$ cat config.mk
export PLATFORM = sky130hd
export DESIGN_NAME = vga_fb_scan_flat
export DESIGN_NICKNAME = d
export VERILOG_FILES = /design/src/rtl/vga_fb_scan_pkg.sv /design/src/rtl/vga_fb_scan_if.sv /design/src/rtl/vga_timing_gen.sv /design/src/rtl/vga_fb_scan.sv /design/src/flat_wrapper.sv
export SDC_FILE = /design/constraint.sdc
export NUM_CORES = 1
export LEC_CHECK = 0
export CAP_MARGIN = 20
export CORE_MARGIN = 5
export CORE_UTILIZATION = 56
export DETAILED_ROUTE_END_ITERATION = 7
export PLACE_DENSITY = 0.84
export SYNTH_ARGS = -nofsm -noshare
export SYNTH_HDL_FRONTEND = slang
export SYNTH_SLANG_ARGS = --single-unit
$ cat constraint.sdc
create_clock -name CLK -period 3.6 [get_ports CLK]
set_input_delay 0.72 -clock CLK [delete_from_list [all_inputs] [get_ports CLK]]
set_output_delay 0.72 -clock CLK [all_outputs]
set_load 0.02 [all_outputs]
$ cat src/rtl/vga_fb_scan_pkg.sv
// Shared VGA timing constants, scan phase encoding and 3-3-2 to 4-4-4 pixel expansion.
package vga_pkg;
  localparam int DEF_CLK_DIV = 4;
  localparam int DEF_H_VIS   = 640;
  localparam int DEF_H_FP    = 16;
  localparam int DEF_H_SYNC  = 96;
  localparam int DEF_H_BP    = 48;
  localparam int DEF_V_VIS   = 480;
  localparam int DEF_V_FP    = 10;
  localparam int DEF_V_SYNC  = 2;
  localparam int DEF_V_BP    = 33;
  localparam int H_TOTAL     = DEF_H_VIS + DEF_H_FP + DEF_H_SYNC + DEF_H_BP;
  localparam int V_TOTAL     = DEF_V_VIS + DEF_V_FP + DEF_V_SYNC + DEF_V_BP;

  typedef enum logic [1:0] {VISIBLE, FRONT, SYNC, BACK} h_phase_t;

  typedef struct packed {
    logic [2:0] r;
    logic [2:0] g;
    logic [1:0] b;
  } rgb332_t;

  typedef struct packed {
    logic [3:0] r;
    logic [3:0] g;
    logic [3:0] b;
  } rgb444_t;

  // Replicate MSBs so full-scale 3-bit/2-bit values reach full-scale 4-bit.
  function automatic rgb444_t rgb332_to_444(rgb332_t p);
    rgb444_t o;
    o.r = {p.r, p.r[2]};
    o.g = {p.g, p.g[2]};
    o.b = {p.b, p.b};
    return o;
  endfunction
endpackage

$ cat src/rtl/vga_fb_scan_if.sv
// Framebuffer read port plus VGA connector pins, driven by the scan engine.
interface vga_fb_scan_if;
  logic [10:0] fb_addr;
  logic [7:0]  fb_data;
  logic        vga_hs;
  logic        vga_vs;
  logic [3:0]  vga_r;
  logic [3:0]  vga_g;
  logic [3:0]  vga_b;
  logic        frame_start;

  modport master (output fb_addr, vga_hs, vga_vs, vga_r, vga_g, vga_b, frame_start,
                  input  fb_data);
  modport slave  (input  fb_addr, vga_hs, vga_vs, vga_r, vga_g, vga_b, frame_start,
                  output fb_data);
endinterface

$ cat src/rtl/vga_timing_gen.sv
// Pixel-clock divider, h/v scan counters, horizontal phase FSM and raw timing strobes.
module vga_timing_gen
  import vga_pkg::*;
#(
  parameter int CLK_DIV = DEF_CLK_DIV,
  parameter int H_VIS   = DEF_H_VIS,
  parameter int H_FP    = DEF_H_FP,
  parameter int H_SYNC  = DEF_H_SYNC,
  parameter int H_BP    = DEF_H_BP,
  parameter int V_VIS   = DEF_V_VIS,
  parameter int V_FP    = DEF_V_FP,
  parameter int V_SYNC  = DEF_V_SYNC,
  parameter int V_BP    = DEF_V_BP
) (
  input  logic       clk_i,
  input  logic       rst_i,
  output logic       tick_o,
  output logic [9:0] h_cnt_o,
  output logic [9:0] v_cnt_o,
  output logic       de_o,
  output logic       hs_n_o,
  output logic       vs_n_o,
  output logic       frame_start_o
);
  localparam int HT = H_VIS + H_FP + H_SYNC + H_BP;
  localparam int VT = V_VIS + V_FP + V_SYNC + V_BP;
  localparam int DW = (CLK_DIV > 1) ? $clog2(CLK_DIV) : 1;

  logic [DW-1:0] div_q;
  logic [9:0]    h_q, v_q;
  logic          fs_q;
  h_phase_t      ph_q, ph_d;
  logic          h_last, v_last;

  assign tick_o = (div_q == DW'(CLK_DIV - 1));
  assign h_last = (h_q == 10'(HT - 1));
  assign v_last = (v_q == 10'(VT - 1));

  // Phase tracks h_q; it advances on the tick that leaves the last pixel of a phase.
  always_comb begin
    ph_d = ph_q;
    case (ph_q)
      VISIBLE: if (h_q == 10'(H_VIS - 1))                 ph_d = FRONT;
      FRONT:   if (h_q == 10'(H_VIS + H_FP - 1))          ph_d = SYNC;
      SYNC:    if (h_q == 10'(H_VIS + H_FP + H_SYNC - 1)) ph_d = BACK;
      BACK:    if (h_last)                                ph_d = VISIBLE;
      default:                                            ph_d = VISIBLE;
    endcase
  end

  always_ff @(posedge clk_i) begin
    if (rst_i) begin
      div_q <= '0;
      h_q   <= '0;
      v_q   <= '0;
      ph_q  <= VISIBLE;
      fs_q  <= 1'b0;
    end else begin
      fs_q <= tick_o & h_last & v_last;
      if (tick_o) begin
        div_q <= '0;
        ph_q  <= ph_d;
        h_q   <= h_last ? 10'd0 : h_q + 10'd1;
        if (h_last) v_q <= v_last ? 10'd0 : v_q + 10'd1;
      end else begin
        div_q <= div_q + DW'(1);
      end
    end
  end

  assign h_cnt_o       = h_q;
  assign v_cnt_o       = v_q;
  assign de_o          = (ph_q == VISIBLE) && (v_q < 10'(V_VIS));
  assign hs_n_o        = (ph_q != SYNC);
  assign vs_n_o        = !((v_q >= 10'(V_VIS + V_FP)) && (v_q < 10'(V_VIS + V_FP + V_SYNC)));
  assign frame_start_o = fs_q;
endmodule

$ cat src/rtl/vga_fb_scan.sv
// Framebuffer scan-out: timing generator plus two-stage address/colour pipeline.
module vga_fb_scan
  import vga_pkg::*;
#(
  parameter int CLK_DIV = DEF_CLK_DIV,
  parameter int H_VIS   = DEF_H_VIS,
  parameter int H_FP    = DEF_H_FP,
  parameter int H_SYNC  = DEF_H_SYNC,
  parameter int H_BP    = DEF_H_BP,
  parameter int V_VIS   = DEF_V_VIS,
  parameter int V_FP    = DEF_V_FP,
  parameter int V_SYNC  = DEF_V_SYNC,
  parameter int V_BP    = DEF_V_BP
) (
  input  logic          CLK,
  input  logic          RST,
  vga_fb_scan_if.master bus
);
  logic       tick, de, hs_n, vs_n, fs;
  logic [9:0] h_cnt, v_cnt;

  vga_timing_gen #(
    .CLK_DIV(CLK_DIV), .H_VIS(H_VIS), .H_FP(H_FP), .H_SYNC(H_SYNC), .H_BP(H_BP),
    .V_VIS(V_VIS), .V_FP(V_FP), .V_SYNC(V_SYNC), .V_BP(V_BP)
  ) u_timing (
    .clk_i        (CLK),
    .rst_i        (RST),
    .tick_o       (tick),
    .h_cnt_o      (h_cnt),
    .v_cnt_o      (v_cnt),
    .de_o         (de),
    .hs_n_o       (hs_n),
    .vs_n_o       (vs_n),
    .frame_start_o(fs)
  );

  // Low counter bits only select the pixel within a 16x16 cell.
  logic unused_cnt_bits;
  assign unused_cnt_bits = ^{h_cnt[3:0], v_cnt[9], v_cnt[3:0]};

  logic [10:0] addr_q, addr_d;
  logic        hs1_q, vs1_q, de1_q;
  logic        hs_q, vs_q;
  rgb444_t     rgb_q, rgb_d;

  always_comb begin
    addr_d = de ? {v_cnt[8:4], h_cnt[9:4]} : 11'd0;
    rgb_d  = de1_q ? rgb332_to_444(rgb332_t'(bus.fb_data)) : '0;
  end

  always_ff @(posedge CLK) begin
    if (RST) begin
      addr_q <= '0;
      hs1_q  <= 1'b1;
      vs1_q  <= 1'b1;
      de1_q  <= 1'b0;
      hs_q   <= 1'b1;
      vs_q   <= 1'b1;
      rgb_q  <= '0;
    end else if (tick) begin
      addr_q <= addr_d;
      hs1_q  <= hs_n;
      vs1_q  <= vs_n;
      de1_q  <= de;
      hs_q   <= hs1_q;
      vs_q   <= vs1_q;
      rgb_q  <= rgb_d;
    end
  end

  assign bus.fb_addr     = addr_q;
  assign bus.vga_hs      = hs_q;
  assign bus.vga_vs      = vs_q;
  assign bus.vga_r       = rgb_q.r;
  assign bus.vga_g       = rgb_q.g;
  assign bus.vga_b       = rgb_q.b;
  assign bus.frame_start = fs;
endmodule

$ cat src/flat_wrapper.sv
// flat-port wrapper written by rule: the top's interface ports become plain ports
module vga_fb_scan_flat import vga_pkg::*;
#(
  parameter int CLK_DIV = DEF_CLK_DIV,
  parameter int H_VIS   = DEF_H_VIS,
  parameter int H_FP    = DEF_H_FP,
  parameter int H_SYNC  = DEF_H_SYNC,
  parameter int H_BP    = DEF_H_BP,
  parameter int V_VIS   = DEF_V_VIS,
  parameter int V_FP    = DEF_V_FP,
  parameter int V_SYNC  = DEF_V_SYNC,
  parameter int V_BP    = DEF_V_BP
)
  (CLK, RST, bus_fb_addr, bus_vga_hs, bus_vga_vs, bus_vga_r, bus_vga_g, bus_vga_b, bus_frame_start, bus_fb_data);
  vga_fb_scan_if bus_i ();
  input  logic CLK;
  input  logic RST;
  output wire logic [$bits(bus_i.fb_addr)-1:0] bus_fb_addr;
  output wire logic [$bits(bus_i.vga_hs)-1:0] bus_vga_hs;
  output wire logic [$bits(bus_i.vga_vs)-1:0] bus_vga_vs;
  output wire logic [$bits(bus_i.vga_r)-1:0] bus_vga_r;
  output wire logic [$bits(bus_i.vga_g)-1:0] bus_vga_g;
  output wire logic [$bits(bus_i.vga_b)-1:0] bus_vga_b;
  output wire logic [$bits(bus_i.frame_start)-1:0] bus_frame_start;
  input wire logic [$bits(bus_i.fb_data)-1:0] bus_fb_data;
  assign bus_fb_addr = bus_i.fb_addr;
  assign bus_vga_hs = bus_i.vga_hs;
  assign bus_vga_vs = bus_i.vga_vs;
  assign bus_vga_r = bus_i.vga_r;
  assign bus_vga_g = bus_i.vga_g;
  assign bus_vga_b = bus_i.vga_b;
  assign bus_frame_start = bus_i.frame_start;
  assign bus_i.fb_data = bus_fb_data;
  vga_fb_scan #(.CLK_DIV(CLK_DIV), .H_VIS(H_VIS), .H_FP(H_FP), .H_SYNC(H_SYNC), .H_BP(H_BP), .V_VIS(V_VIS), .V_FP(V_FP), .V_SYNC(V_SYNC), .V_BP(V_BP)) u_core (.CLK(CLK), .RST(RST), .bus(bus_i));
endmodule
Word level (Yosys, flattened, before mapping)
Index checks and enable logic that the tools add are counted.

Flip-flop bits (word level): 53. Logic and storage cells: 52.

$add $sub $neg: 3. Order comparisons: 3. Equal/unequal tests: 14. Bitwise logic cells: 2. Mux-type cells: 9. Reductions and logical operators: 7.

Operator list (number): 10-bit equality test (second input constant) (5); 10-bit by 1-bit adder with 10-bit output (second input constant) (2); 10-bit by 9-bit less-than comparator with 1-bit output (second input constant) (2); 10-bit 2-to-1 mux (2); 12-bit 2-to-1 mux (1); 11-bit 2-to-1 mux (1); 10-bit by 9-bit >= comparator with 1-bit output (second input constant) (1); 2-bit inequality test (second input constant) (5); 2-bit 2-to-1 mux (4); 2-bit case mux with 4 select lines (1); 2-bit equality test (second input constant) (3); 5-bit AND reduction (1); 2-bit by 1-bit adder with 2-bit output (second input constant) (1); 1-bit AND (2); 2-bit by 1-bit equality test with 1-bit output (second input constant) (1); 1-bit logical AND (2); 2-bit zero test (1); 2-bit AND reduction (1); 2-bit OR reduction (1); 1-bit zero test (1).

Logic depth before layout (Yosys ltp)
Gate-level depths: netlist of run 1.

Depth in word-level cells: 3. Gate-level depth with buffers: 7. Mapped depth without buffers: 7.

Modules after synthesis
From an unflattened synthesis of run 1, not the netlist that was laid out.

Cells, all modules: 248. Area total of the unflattened synthesis: 2288.4 sq um.

Modules (own cells, without submodules): vga_timing_gen (sequential area each 500.5 sq um, instances 1, area an instance 1248.7 sq um, cells each 144); vga_fb_scan (sequential area each 480.5 sq um, instances 1, area an instance 1039.7 sq um, cells each 104).

Worst setup path before layout of run 1
OpenSTA, ideal clock, no wires.

Kind: register to register. Start point: register u_core.u_timing.h_q[0], in the netlist u_core.u_timing.h_cnt_o[0]. End point: register u_core.u_timing.ph_q[0]. Buffers on the path: 0. Slack: 1.924 ns. Stages on the path, launching flop included: 7. Required time: 3.513 ns. Library setup time: 0.087 ns. Arrival time: 1.589 ns. Period minus slack after synthesis: 1.676 ns. Path through: dfxtp_1 ha_1 and4_1 nand3_2 a21o_1 or4_1 o31ai_1.

Word-level cells in the longest chain between the ends: 3. Elaborated cells on any way between the ends: 9. Classes of those cells: eq/ne (8); reduce/logical (1).

Ends and longest elaborated chain: start, declared (line vga_timing_gen.sv:30) `logic [9:0] h_q, v_q;`; start signal, assigned (line vga_timing_gen.sv:63) `h_q <= h_last ? 10'd0 : h_q + 10'd1;`; 10-bit equality test, on equally long branches; 2-bit inequality test (no source line); 5-bit AND reduction (no source line) *; end signal, assigned (line vga_timing_gen.sv:62) `ph_q <= ph_d;`; end, declared (line vga_timing_gen.sv:32) `h_phase_t ph_q, ph_d;`.

Every way passes the cells marked *; elsewhere a longest branch is shown, timed or not. A chain may end at the register's enable or synchronous reset.

Worst setup path after layout of run 1
Start point: register u_core.u_timing.div_q[0]. End point: register u_core.u_timing.v_q[2], in the netlist u_core.u_timing.v_cnt_o[2].

Word-level cells in the longest chain between the ends: 2.

Ends and longest elaborated chain: start, declared (line vga_timing_gen.sv:29) `logic [DW-1:0] div_q;`; start signal, assigned (line vga_timing_gen.sv:66) `div_q <= div_q + DW'(1);`; 2-bit equality test (line vga_timing_gen.sv:35) `assign tick_o = (div_q == DW'(CLK_DIV - 1));`; 2-bit AND reduction (no source line); end signal, assigned (line vga_timing_gen.sv:64) `if (h_last) v_q <= v_last ? 10'd0 : v_q + 10'd1;`; end, declared (line vga_timing_gen.sv:30).

No other way between the ends.

==> PnR_summary.wiki, run 1 <==
{| class="wikitable"
! Metric !! Value
|-
| Total cell area at the placement stage || 2420 µm²
|-
| Initial antenna violation count || 0
|-
| Critical Path Max Stage Delay || 0.55 ns
|-
| Slew Viols, Final || 0
|-
| Most frequent standard cell in the layout excluding fill and tap cells || dfxtp_1
|-
| Length of the first detailed-routing pass in iterations || 4
|-
| Number of DRC violations after detailed-routing iteration 0 || 134
|-
| Sequential cell area || 981 µm²
|-
| Tightest Hold Check Type || register to register
|-
| Number of buffers inserted to repair setup after CTS || 0
|-
| CTS tree || done
|-
| Count of port buffers added during placement || 35
|-
| Synth-to-Final Area Change || 19.9%
|-
| Die width || 71.3 µm
|-
| Final instance area || 2520 µm²
|-
| Post_cts resized || 0
|-
| Synth Net Count || 239
|-
| Depth of the critical timing path with buffers and inverters included || 5
|-
| Clock-pin slew on the worst setup and hold paths || 0.09 ns
|-
| Grt total ovfl || 0
|-
| Share of cells above drive strength 1 || 6.45%
|-
| Core Area || 3660 µm²
|-
| Final weighted congestion in routability-driven placement || 0.793
|-
| Max transition margin || 48.1%
|-
| F_max || 452 MHz
|-
| Register-to-register setup slack || 1.39 ns
|-
| Leading cell types in the layout, fill and taps excluded || 49 x dfxtp_1, 35 x clkdlybuf4s50_1, 33 x nor2_1, 14 x nand2_1, 13 x xor2_1
|-
| CTS root buffer || clkbuf_8
|-
| Worst clock skew || 0.00580 ns
|-
| Worst hold endpoint || u_core.u_timing.div_q[0]
|-
| Worst path top cell family by delay || simple AND/OR/NAND/NOR gates
|-
| WP buf/inv || 1
|-
| Final routed wirelength across all metal layers || 4000 µm
|-
| Mapped Area || 2100 µm²
|-
| Vias after detailed routing || 1586
|-
| Vias in the first global route || 1432
|-
| Critical hold path startpoint || u_core.u_timing.div_q[0]
|-
| Setup Viol. Count Final || 0
|-
| All-Layer GR Usage || 16.4%
|-
| Total Neg Setup Slack || 0 ns
|-
| TritonCTS buffer count || 5
|-
| Top fanout value on the critical path || 15
|-
| Top cell type's share of synthesized area || 46.6%
|-
| Top Ports || 36
|-
| CP Cell Sequence || ha_1 > and4_1 > inv_1 > o21bai_2 > nor2_1
|-
| Vert. Die Dim || 71.3 µm
|-
| Minimum period implied by the final worst setup slack || 2.21 ns
|-
| Clock insertion delay at the later pin of the skew report || 0.30 ns
|-
| Number of endpoints with negative hold slack in the final report || 0
|-
| Critical Path RT || 3.77 ns
|-
| Reported max-cap violation count || 0
|-
| Area used by multi-input combinational logic || 985 µm²
|-
| Deepest level of the CTS H-tree || 2
|-
| Die Outline Area || 5080 µm²
|-
| Global-route wire length before repair || 6700 µm
|-
| # nets final || 266
|-
| Avg Cell Area, Syn || 9.52 µm²
|-
| Antenna Nets Post-Route || 0
|-
| Leakage power summed over all cells || 0.941 nW
|-
| Filler instances || 289
|-
| Yosys reg bits || 49
|-
| Clk buf depth || 2
|-
| Run status || completed
|-
| RSZ-0062 raised after global routing || false
|-
| End of the worst register-to-register path || u_core.u_timing.v_cnt_o[2]
|-
| Number of diodes added for antenna fixing || 0
|-
| Beginning of the worst register-to-register path || u_core.u_timing.div_q[0]
|-
| Slowest stage cell, crit path || and4_1
|-
| DRC violations left || 0
|-
| Startpoint type of the worst setup path || register
|-
| Main area contributors after synthesis || dfxtp_1 47%, nor2_1 5.9%, xor2_1 5.4%, ha_1 4.8%, a22o_1 4.2%
|-
| VDD IR-drop max || 0.269 mV
|-
| Vias per std cell || 5.36
|-
| Count of hold-fix buffers inserted at cts || 0
|-
| Power density relative to cell area || 387 nW/µm²
|-
| Sink Count || 49
|-
| Crit path capture type || register
|-
| Number of synthesis warnings || 0
|-
| Final HPWL DP || 2830 µm
|-
| Number of unique standard cell types used by synthesis || 41
|-
| Arrival time at the worst endpoint || 2.39 ns
|-
| Register-to-Register Path Depth || 5
|-
| WS Path Type || register to register
|-
| Actual slew at the worst max-slew pin || 0.776 ns
|-
| Gate Count Post-Synth || 221
|-
| Final period util || 61.5%
|-
| Initial core utilization || 57.5%
|-
| Maximum number of pins on one net before global-route repair || 25
|-
| Min-Delay Path Depth || 1
|-
| Wire per inst || 13.5 µm
|-
| Sequential cell area fraction in the yosys report || 46.6%
|-
| Number of rows created at floorplan || 22
|-
| Yosys top cell by area || dfxtp_1
|}
state kept, by name, indices dropped and copies added (netlist names):
signal	flops
u_core.u_timing.v_cnt_o	10
u_core.de1_q	1
u_core.bus.vga_r	3
u_core.vs1_q	1
u_core.bus.vga_hs	1
u_core.u_timing.ph_q	2
u_core.bus.vga_vs	1
u_core.bus.vga_b	2
u_core.u_timing.h_cnt_o	10
u_core.bus.fb_addr	11
u_core.u_timing.div_q	2
u_core.bus.vga_g	3
u_core.u_timing.frame_start_o	1
u_core.hs1_q	1
synth_stat cells, drive strengths merged:
library cell	number
or4	1
nor3	6
o21bai	1
clkbuf	7
dfxtp	49
nand2	14
xnor2	4
mux2i	1
nand4	7
nor2	33
xor2	13
o2111a	1
o21ai	2
o2bb2ai	1
nor4	1
nor4b	2
and4	2
a211o	3
a31oi	1
nand3	4
and2	5
and3	5
a21oi	3
ha	8
nand2b	4
nor2b	1
a21o	2
or3	1
a22oi	8
or2	1
inv	7
a22o	11
and3b	1
o31ai	1
buf	10
through the flow:
stage	hold WS (ns)	instances	worst slack (ns)	utilization [%]	power (mW)
after floorplan	0.403	221	1.92	-	0.595
after global placement	0.418	289	1.20	66.0	0.615
after detailed placement	0.418	289	1.17	66.0	0.616
after CTS	0.434	296	1.38	68.9	0.981
after global routing	0.470	296	1.22	68.9	1.01
final	0.429	296	1.39	68.9	0.976
power breakdown:
part           total (mW)  switching [mW]  internal (mW)  leakage (nW)
sequential          0.553         0.00405          0.549         0.396
combinational      0.0501          0.0264         0.0236         0.491
clock               0.373           0.171          0.202        0.0540
worst max-delay path by stage:
stage	from	to	slack, ns
2_1_floorplan	u_core.u_timing.h_cnt_o[0]	u_core.u_timing.ph_q[0]	1.92
3_3_place_gp	RST	u_core.bus.fb_addr[1]	1.20
3_5_place_dp	RST	u_core.bus.fb_addr[1]	1.17
4_1_cts	u_core.u_timing.div_q[0]	u_core.u_timing.v_cnt_o[2]	1.38
5_1_grt	u_core.u_timing.div_q[0]	u_core.u_timing.v_cnt_o[2]	1.22
6_report	u_core.u_timing.div_q[0]	u_core.u_timing.v_cnt_o[2]	1.39
final cells by class:
| type | instances | area share, % |
|---|---|---|
| well taps | 48 | 2.38 |
| clock buffers | 5 | 2.73 |
| multi-input cells | 148 | 39.1 |
| inverters | 7 | 1.04 |
| flip-flops and latches | 49 | 38.9 |
| repair buffers | 37 | 14.5 |
| clock inverters | 2 | 1.39 |
cells by family (layout without fill, tap and decap cells):
logic type	after synthesis	in the layout	synth area share [%]
AND/OR/NAND/NOR	88	88	21.7
flip-flops	49	49	46.6
AO/OA/AOI/OAI	34	34	12.8
buffers and inverters	24	51	6.54
XOR/XNOR	17	17	7.08
adder cells (fa/ha/maj)	8	8	4.76
multiplexers	1	1	0.476
per-layer routing:
layer	vias up	track usage [%]	share of wire [%]	routed length [µm]
met5	-	0	0	0
met1	729	20.5	46	1850
met3	4	5.75	6.5	259
li1	810	-	-	-
met4	0	6.26	1.0	41
met2	43	26.1	46	1850
(Power assumes the default switching activity.)
==> run 2, diff against run 1 <==
--- a/config.mk
+++ b/config.mk
@@ -7,9 +7,9 @@
 export LEC_CHECK = 0
 export CAP_MARGIN = 20
 export CORE_MARGIN = 5
-export CORE_UTILIZATION = 56
+export CORE_UTILIZATION = 47
 export DETAILED_ROUTE_END_ITERATION = 7
-export PLACE_DENSITY = 0.84
+export PLACE_DENSITY = 0.75
 export SYNTH_ARGS = -nofsm -noshare
 export SYNTH_HDL_FRONTEND = slang
 export SYNTH_SLANG_ARGS = --single-unit
==> constraint.sdc (replaced) <==
create_clock -name CLK -period 1.82 [get_ports CLK]
set_input_delay 0.364 -clock CLK [delete_from_list [all_inputs] [get_ports CLK]]
set_output_delay 0.364 -clock CLK [all_outputs]
set_load 0.02 [all_outputs]
==> run 2 against run 1 <==
Net effect: critical path type unchanged; critical endpoint is now u_core.u_timing.ph_q[0]; combinational power grew 120%; clock skew shrank 0.0015 ns; count of clock-buffer cells in the layout is the same; design area grew 4.6%; sequential cell count is the same.
==> PnR_summary.wiki, run 2 (synthesis gave the netlist of run 1 again) <==
{| class="wikitable"
! Metric !! Value
|-
| Vert. Die Dim || 76.9 µm (+7.9%)
|-
| Number of buffers inserted to repair setup after CTS || 0 (unchanged)
|-
| Grt total ovfl || 0 (unchanged)
|-
| Run status || completed
|-
| F_max || 582 MHz (+29%)
|-
| Minimum period implied by the final worst setup slack || 1.72 ns (-0.495 ns)
|-
| Initial core utilization || 48.3% (-9.1 points)
|-
| Worst hold endpoint || u_core.u_timing.div_q[0]
|-
| Count of port buffers added during placement || 35 (unchanged)
|-
| Register-to-Register Path Depth || 6 (+1)
|-
| Antenna Nets Post-Route || 0 (unchanged)
|-
| Power density relative to cell area || 702 nW/µm² (+81%)
|-
| RSZ-0062 raised after global routing || true
|-
| All-Layer GR Usage || 14.3% (-2.1 points)
|-
| Final std cells w/o fill || 313 (+5.7%)
|-
| Number of diodes added for antenna fixing || 0 (unchanged)
|-
| Cells after DPL || 305 (+5.5%)
|-
| Crit path capture type || register
|-
| CTS root buffer || clkbuf_8
|-
| Min-Delay Path Depth || 1 (unchanged)
|-
| Overall power after layout || 1.85 mW (+89%)
|-
| Worst hold slack || 0.459 ns (+0.0302 ns)
|-
| Reported max-cap violation count || 0 (unchanged)
|-
| Final routed wirelength across all metal layers || 4120 µm (+2.9%)
|-
| Synth-to-Final Area Change || 25.3%
|-
| Share of cells above drive strength 1 || 15.3% (+8.9 points)
|-
| Setup Viol. Count Final || 0 (unchanged)
|-
| Slew Viols, Final || 0 (unchanged)
|-
| Core Area || 4350 µm² (+19%)
|-
| Vias after detailed routing || 1618 (+2.0%)
|-
| Sink Count || 49 (unchanged)
|-
| Clock-pin slew on the worst setup and hold paths || 0.09 ns (about the same)
|-
| Die width || 76.9 µm (+7.9%)
|-
| CTS tree || done
|-
| Most frequent standard cell in the layout excluding fill and tap cells || dfxtp_1
|-
| DRC violations left || 0 (unchanged)
|-
| Final HPWL DP || 2980 µm (+5.6%)
|-
| Startpoint type of the worst setup path || register
|-
| Top Ports || 36 (unchanged)
|-
| Actual slew at the worst max-slew pin || 0.777 ns (+0.000267 ns)
|-
| Vias in the first global route || 1537 (+7.3%)
|-
| Final period util || 94.4% (+33 points)
|-
| Beginning of the worst register-to-register path || u_core.u_timing.h_cnt_o[0]
|-
| Arrival time at the worst endpoint || 1.94 ns (-0.45 ns)
|-
| TritonCTS buffer count || 5 (unchanged)
|-
| Wire per inst || 13.2 µm (-2.7%)
|-
| VDD IR-drop max || 0.401 mV (+49%)
|-
| Leakage power summed over all cells || 0.992 nW (+5.4%)
|-
| Max transition margin || 48.0% (about the same)
|-
| End of the worst register-to-register path || u_core.u_timing.ph_q[0]
|-
| Die Outline Area || 5910 µm² (+16%)
|-
| Register-to-register setup slack || 0.10 ns (-1.29 ns)
|-
| Critical Path RT || 2.04 ns (-1.73 ns)
|-
| Global-route wire length before repair || 6910 µm (+3.1%)
|-
| Number of DRC violations after detailed-routing iteration 0 || 75 (-44%)
|-
| Critical hold path startpoint || u_core.u_timing.div_q[0]
|-
| Clock insertion delay at the later pin of the skew report || 0.31 ns (about the same)
|-
| Number of endpoints with negative hold slack in the final report || 0 (unchanged)
|-
| Clk buf depth || 2 (unchanged)
|-
| Top fanout value on the critical path || 4 (-11)
|-
| Final weighted congestion in routability-driven placement || 0.799 (+0.77%)
|-
| Length of the first detailed-routing pass in iterations || 4 (unchanged)
|-
| Number of rows created at floorplan || 24 (+9.1%)
|-
| Number of flip-flops in the largest register || 11 (unchanged)
|-
| Deepest level of the CTS H-tree || 2 (unchanged)
|-
| Initial antenna violation count || 0 (unchanged)
|-
| Worst clock skew || 0.00430 ns (-0.00150 ns)
|-
| Maximum number of pins on one net before global-route repair || 18 (-28%)
|-
| Tightest Hold Check Type || register to register
|-
| Leading cell types in the layout, fill and taps excluded || 44 x dfxtp_1, 35 x clkdlybuf4s50_1, 33 x nor2_1, 14 x nand2_1, 14 x buf_4
|-
| Vias per std cell || 5.17 (-3.5%)
|-
| # nets final || 278 (+4.5%)
|-
| Post-route setup slack || 0.101 ns (-1.29 ns)
|-
| Minimum setup slack after placement || -0.000880 ns (-1.17 ns)
|-
| WS Path Type || register to register
|}
## run 2: changes by cell type in the layout (fill, tap and decap cells not counted), moves of 2 or more
| cell | previous run | this run |
|---|---|---|
| dfxtp_2 | 0 | 4 |
| dfxtp_1 | 49 | 44 |
| ha_1 | 8 | 5 |
| ha_2 | 0 | 2 |
| buf_4 | 2 | 14 |
## run 2: per-layer routing
| metal | wire length (µm) | track usage [%] | part of all wire (%) |
|---|---|---|---|
| met1 | 1950 | 17.3 | 47 |
| met5 | 0 | 0 | 0 |
| met3 | 249 | 5.97 | 6.0 |
| met2 | 1880 | 22.6 | 46 |
| met4 | 34 | 5.42 | 0.83 |
## run 2: critical path: stages (launching register included)
cell	delay [ns]
dfxtp_2	0.38
ha_4	0.16
and4_4	0.25
o2111a_1	0.18
o2bb2ai_1	0.08
or4_1	0.52
o31ai_1	0.07
## run 2: report_power, final
part	switching, mW	total [mW]	leakage (nW)	internal [mW]
Combinational	0.0542	0.112	0.549	0.0581
Sequential	0.00936	1.09	0.398	1.08
Clock	0.370	0.643	0.0445	0.273
## run 2: stage by stage
step	setup TNS (ns)	utilization, %	cell area, µm²
4_1_cts	0	59.8	2600
3_5_place_dp	-0.000880	57.7	2510
3_3_place_gp	0	57.7	2510
6_report	0	60.5	2640
5_1_grt	-0.0188	60.5	2640
2_1_floorplan	0	-	2100
## run 2: worst max path at each step
stage                                          start                 endpoint  slack [ns]
after floorplan           u_core.u_timing.h_cnt_o[0]  u_core.u_timing.ph_q[0]        0.14
after global placement                           RST    u_core.bus.fb_addr[1]        0.03
after detailed placement                         RST    u_core.bus.fb_addr[1]     -0.0009
after CTS                 u_core.u_timing.h_cnt_o[0]  u_core.u_timing.ph_q[0]       0.004
after global routing      u_core.u_timing.h_cnt_o[0]  u_core.u_timing.ph_q[0]       -0.02
final                     u_core.u_timing.h_cnt_o[0]  u_core.u_timing.ph_q[0]        0.10
## run 2: timing repair
| item | 4_1_cts | 5_1_grt |
|---|---|---|
| setup endpoints to repair | 0 | 11 |
| hold buffers | 0 | 0 |
| resized for setup | 0 | 14 |
## run 2: final cells by class
cell class / count / area [µm²]
flip-flops and latches: 49 / 990
fillers: 377 / 1720
multi-input cells: 148 / 1010
clock inverters: 3 / 21.3
repair buffers: 49 / 455
inverters: 7 / 26.3
clock buffers: 5 / 68.8
well taps: 52 / 65.1
==> run 3, diff against run 2 <==
--- a/config.mk
+++ b/config.mk
@@ -5,11 +5,12 @@
 export SDC_FILE = /design/constraint.sdc
 export NUM_CORES = 1
 export LEC_CHECK = 0
+export ABC_AREA = 1
 export CAP_MARGIN = 20
 export CORE_MARGIN = 5
-export CORE_UTILIZATION = 47
+export CORE_UTILIZATION = 48
 export DETAILED_ROUTE_END_ITERATION = 7
-export PLACE_DENSITY = 0.75
+export PLACE_DENSITY = 0.76
 export SYNTH_ARGS = -nofsm -noshare
 export SYNTH_HDL_FRONTEND = slang
 export SYNTH_SLANG_ARGS = --single-unit
==> run 3 against run 2 <==
Net effect: via count is 20% higher; critical path depth is 5 lower; final cell count is 20% higher; combinational power is 6% lower; total power is 4.2% lower.
==> PnR_summary.wiki, run 3 <==
{| class="wikitable"
! Metric !! Value
|-
| Mapped Area || 2240 µm² (+6.4%)
|-
| Most frequent standard cell in the layout excluding fill and tap cells || nand2_1
|-
| Worst clock skew || 0.00257 ns (-0.00172 ns)
|-
| Clock-pin slew on the worst setup and hold paths || 0.08 ns (about the same)
|-
| Total Neg Setup Slack || 0 ns (unchanged)
|-
| Overall power after layout || 1.77 mW (-4.2%)
|-
| CTS root buffer || clkbuf_8
|-
| Startpoint type of the worst setup path || register
|-
| CTS tree || done
|-
| Yosys top cell by area || dfxtp_1
|-
| Power share of the combinational group || 5.9% (-0.2 points)
|-
| Grt total ovfl || 0 (unchanged)
|-
| Total cell area at the placement stage || 2630 µm² (+4.8%)
|-
| Register-to-Register Path Depth || 9 (+3)
|-
| Startpoint of the worst setup timing path || u_core.bus.fb_addr[1]
|-
| Initial antenna violation count || 0 (unchanged)
|-
| Gate Count Post-Synth || 289 (+31%)
|-
| Wire per inst || 12.3 µm (-6.2%)
|-
| Top Ports || 36 (unchanged)
|-
| Antenna Nets Post-Route || 0 (unchanged)
|-
| All-Layer GR Usage || 15.9% (+1.5 points)
|-
| Number of rows created at floorplan || 24 (unchanged)
|-
| Critical Path Max Stage Delay || 0.62 ns (+0.10 ns)
|-
| Die Outline Area || 6130 µm² (+3.7%)
|-
| Switch Pwr || 388 µW (-11%)
|-
| CP Cell Sequence || clkdlybuf4s50_1
|-
| Core Area || 4440 µm² (+2.1%)
|-
| Die width || 78.3 µm (+1.8%)
|-
| Avg Cell Area, Syn || 7.75 µm² (-19%)
|-
| Post-synthesis async set-or-reset flop share || 0% (unchanged)
|-
| RSZ-0062 raised after global routing || false
|-
| Final routed wirelength across all metal layers || 4640 µm (+13%)
|-
| Synth-to-Final Area Change || 21.1%
|-
| Number of endpoints with negative hold slack in the final report || 0 (unchanged)
|-
| Critical Path RT || 1.46 ns (-0.58 ns)
|-
| Min-Delay Path Depth || 1 (unchanged)
|-
| Final weighted congestion in routability-driven placement || 0.883 (+10%)
|-
| Filler instances || 419 (+11%)
|-
| Vias per std cell || 5.15 (-0.34%)
|-
| Proportion of total power due to net switching || 21.9% (-1.6 points)
|-
| Synth Net Count || 307 (+28%)
|-
| Sink Count || 49 (unchanged)
|-
| Tightest Hold Check Type || register to register
|-
| Top_reg_cell synth || dfxtp_1
|-
| Reported max-cap violation count || 0 (unchanged)
|-
| Slowest stage cell, crit path || clkdlybuf4s50_1
|-
| Number of flip-flops in the largest register || 11 (unchanged)
|-
| Number of flops mapped to enable cells by yosys || 0 (unchanged)
|-
| Register-to-register setup slack || 0.25 ns (+0.15 ns)
|-
| Run status || completed
|-
| DRC violations left || 0 (unchanged)
|-
| Number of synthesis warnings || 0 (unchanged)
|-
| Max transition margin || 79.8% (+32 points)
|-
| Top fanout value on the critical path || 2 (-2)
|-
| Final period util || 90.5% (-3.9 points)
|-
| Post-route setup slack || 0.172 ns (+0.0706 ns)
|-
| Arrival time at the worst endpoint || 1.28 ns (-0.66 ns)
|-
| Global-route wire length before repair || 7840 µm (+13%)
|-
| # nets final || 343 (+23%)
|-
| Worst hold endpoint || u_core.u_timing.div_q[0]
|-
| Vert. Die Dim || 78.3 µm (+1.8%)
|-
| Final std cells w/o fill || 376 (+20%)
|-
| Minimum setup slack after placement || 0.137 ns (+0.138 ns)
|-
| Cells after DPL || 370 (+21%)
|-
| Vias after detailed routing || 1937 (+20%)
|-
| Area used by multi-input combinational logic || 1030 µm² (+1.9%)
|-
| Actual slew at the worst max-slew pin || 0.303 ns (-0.473 ns)
|-
| Initial core utilization || 50.4% (+2.1 points)
|-
| Critical hold path startpoint || u_core.u_timing.div_q[0]
|-
| Clk buf depth || 2 (unchanged)
|-
| Power density relative to cell area || 654 nW/µm² (-6.8%)
|-
| Leading cell types in the layout, fill and taps excluded || 54 x nand2_1, 49 x dfxtp_1, 35 x inv_1, 35 x clkdlybuf4s50_1, 34 x nor2_1
|-
| Top cell type's share of synthesized area || 43.8% (-2.8 points)
|-
| End of the worst register-to-register path || u_core.u_timing.v_cnt_o[9]
|-
| Number of DRC violations after detailed-routing iteration 0 || 92 (+23%)
|-
| Clock insertion delay at the later pin of the skew report || 0.29 ns (-0.02 ns)
|-
| Final HPWL DP || 3610 µm (+21%)
|-
| Yosys reg bits || 49 (unchanged)
|-
| Minimum period implied by the final worst setup slack || 1.65 ns (-0.0706 ns)
|-
| Setup Viol. Count Final || 0 (unchanged)
|-
| Sequential cell area fraction in the yosys report || 43.8% (-2.8 points)
|-
| WS Path Type || register to primary output
|-
| Leakage power summed over all cells || 1.03 nW (+3.7%)
|-
| Final instance area || 2710 µm² (+2.8%)
|-
| WP buf/inv || 1 (+1)
|-
| Number of unique standard cell types used by synthesis || 31 (-24%)
|-
| Depth of the critical timing path with buffers and inverters included || 1 (-5)
|-
| Clock network fraction of design power || 32.5% (-2.3 points)
|-
| Beginning of the worst register-to-register path || u_core.u_timing.h_cnt_o[0]
|-
| Main area contributors after synthesis || dfxtp_1 44%, nand2_1 9.1%, inv_1 5.9%, nor2_1 5.7%, ha_1 4.5%
|-
| Sequential cell area || 981 µm² (-0.88%)
|-
| Slew Viols, Final || 0 (unchanged)
|-
| Deepest level of the CTS H-tree || 2 (unchanged)
|-
| Worst hold slack || 0.435 ns (-0.0244 ns)
|-
| Post-route core utilization || 61.0% (+0.43 points)
|-
| Share of cells above drive strength 1 || 11.1% (-4.2 points)
|-
| Internal power consumption || 1.38 mW (-2.2%)
|-
| List of most frequent post-synthesis cells || 54 x nand2_1, 49 x dfxtp_1, 35 x inv_1, 34 x nor2_1, 12 x o21ai_1
|-
| Length of the first detailed-routing pass in iterations || 4 (unchanged)
|-
| TritonCTS buffer count || 5 (unchanged)
|-
| Dominant cell by count in the synthesized netlist || nand2_1
|-
| Worst path top cell family by delay || buffers and inverters
|-
| Number of diodes added for antenna fixing || 0 (unchanged)
|-
| Count of port buffers added during placement || 35 (unchanged)
|-
| Vias in the first global route || 1701 (+11%)
|-
| VDD IR-drop max || 0.355 mV (-12%)
|-
| F_max || 607 MHz (+4.3%)
|-
| Sequential share of power || 61.6% (+2.4 points)
|-
| Crit path capture type || primary output
|-
| Maximum number of pins on one net before global-route repair || 17 (-1)
|}
run 3: cell types whose count changed after synthesis, sizes merged, moves of 8 or more:
cell,before,now
a22o,11,0
a32o,0,9
inv,7,41
nor2,33,42
a21oi,3,11
a22oi,8,0
o21ai,2,21
nand3,4,12
xor2,13,3
nand2,14,58
run 3: power by group through the flow:
stage	clock network (mW)	registers, mW	logic (mW)
floorplan	0	1.11	0.0601
global placement	0	1.12	0.103
detailed placement	0	1.12	0.104
CTS	0.603	1.09	0.105
global route	0.658	1.09	0.117
finish	0.577	1.09	0.105
run 3: cell type report:
cell class / count / area share (%)
Clock buffer: 5 / 2.54
Timing Repair Buffer: 41 / 15.1
Clock inverter: 1 / 0.185
Multi-Input combinational cell: 187 / 38.0
Tap cell: 52 / 2.40
Inverter: 41 / 5.68
Sequential cell: 49 / 36.2
run 3: worst max-delay path by stage:
stage | to | slack [ns]
2_1_floorplan | u_core.u_timing.h_cnt_o[9] | 0.47
3_3_place_gp | u_core.vs1_q | 0.16
3_5_place_dp | u_core.u_timing.h_cnt_o[9] | 0.14
4_1_cts | u_core.u_timing.h_cnt_o[9] | 0.13
5_1_grt | u_core.u_timing.h_cnt_o[9] | 0.02
6_report | bus_fb_addr[1] | 0.17
run 3: repair_timing:
action | CTS | global route
hold buffers | 0 | 0
setup endpoints to repair | 0 | 1
gates resized for setup | 0 | 1
buffers inserted | 0 | 0
run 3: kinds of logic after synthesis:
family	share of synthesized area, %
adders and majority gates	4.47
and+or+nand+nor	27.6
AOI/OAI and AO/OA	12.6
xor gates and xnor gates	1.17
DFF	43.8
buffers and inverters	10.3
run 3: routing by layer:
| layer | wire [µm] | track usage, % | up-vias |
|---|---|---|---|
| met4 | 68 | 6.47 | 0 |
| met2 | 2110 | 25.5 | 51 |
| met3 | 279 | 4.46 | 7 |
| met1 | 2180 | 20.1 | 874 |
| li1 | - | - | 1005 |
| met5 | 0 | 0 | - |
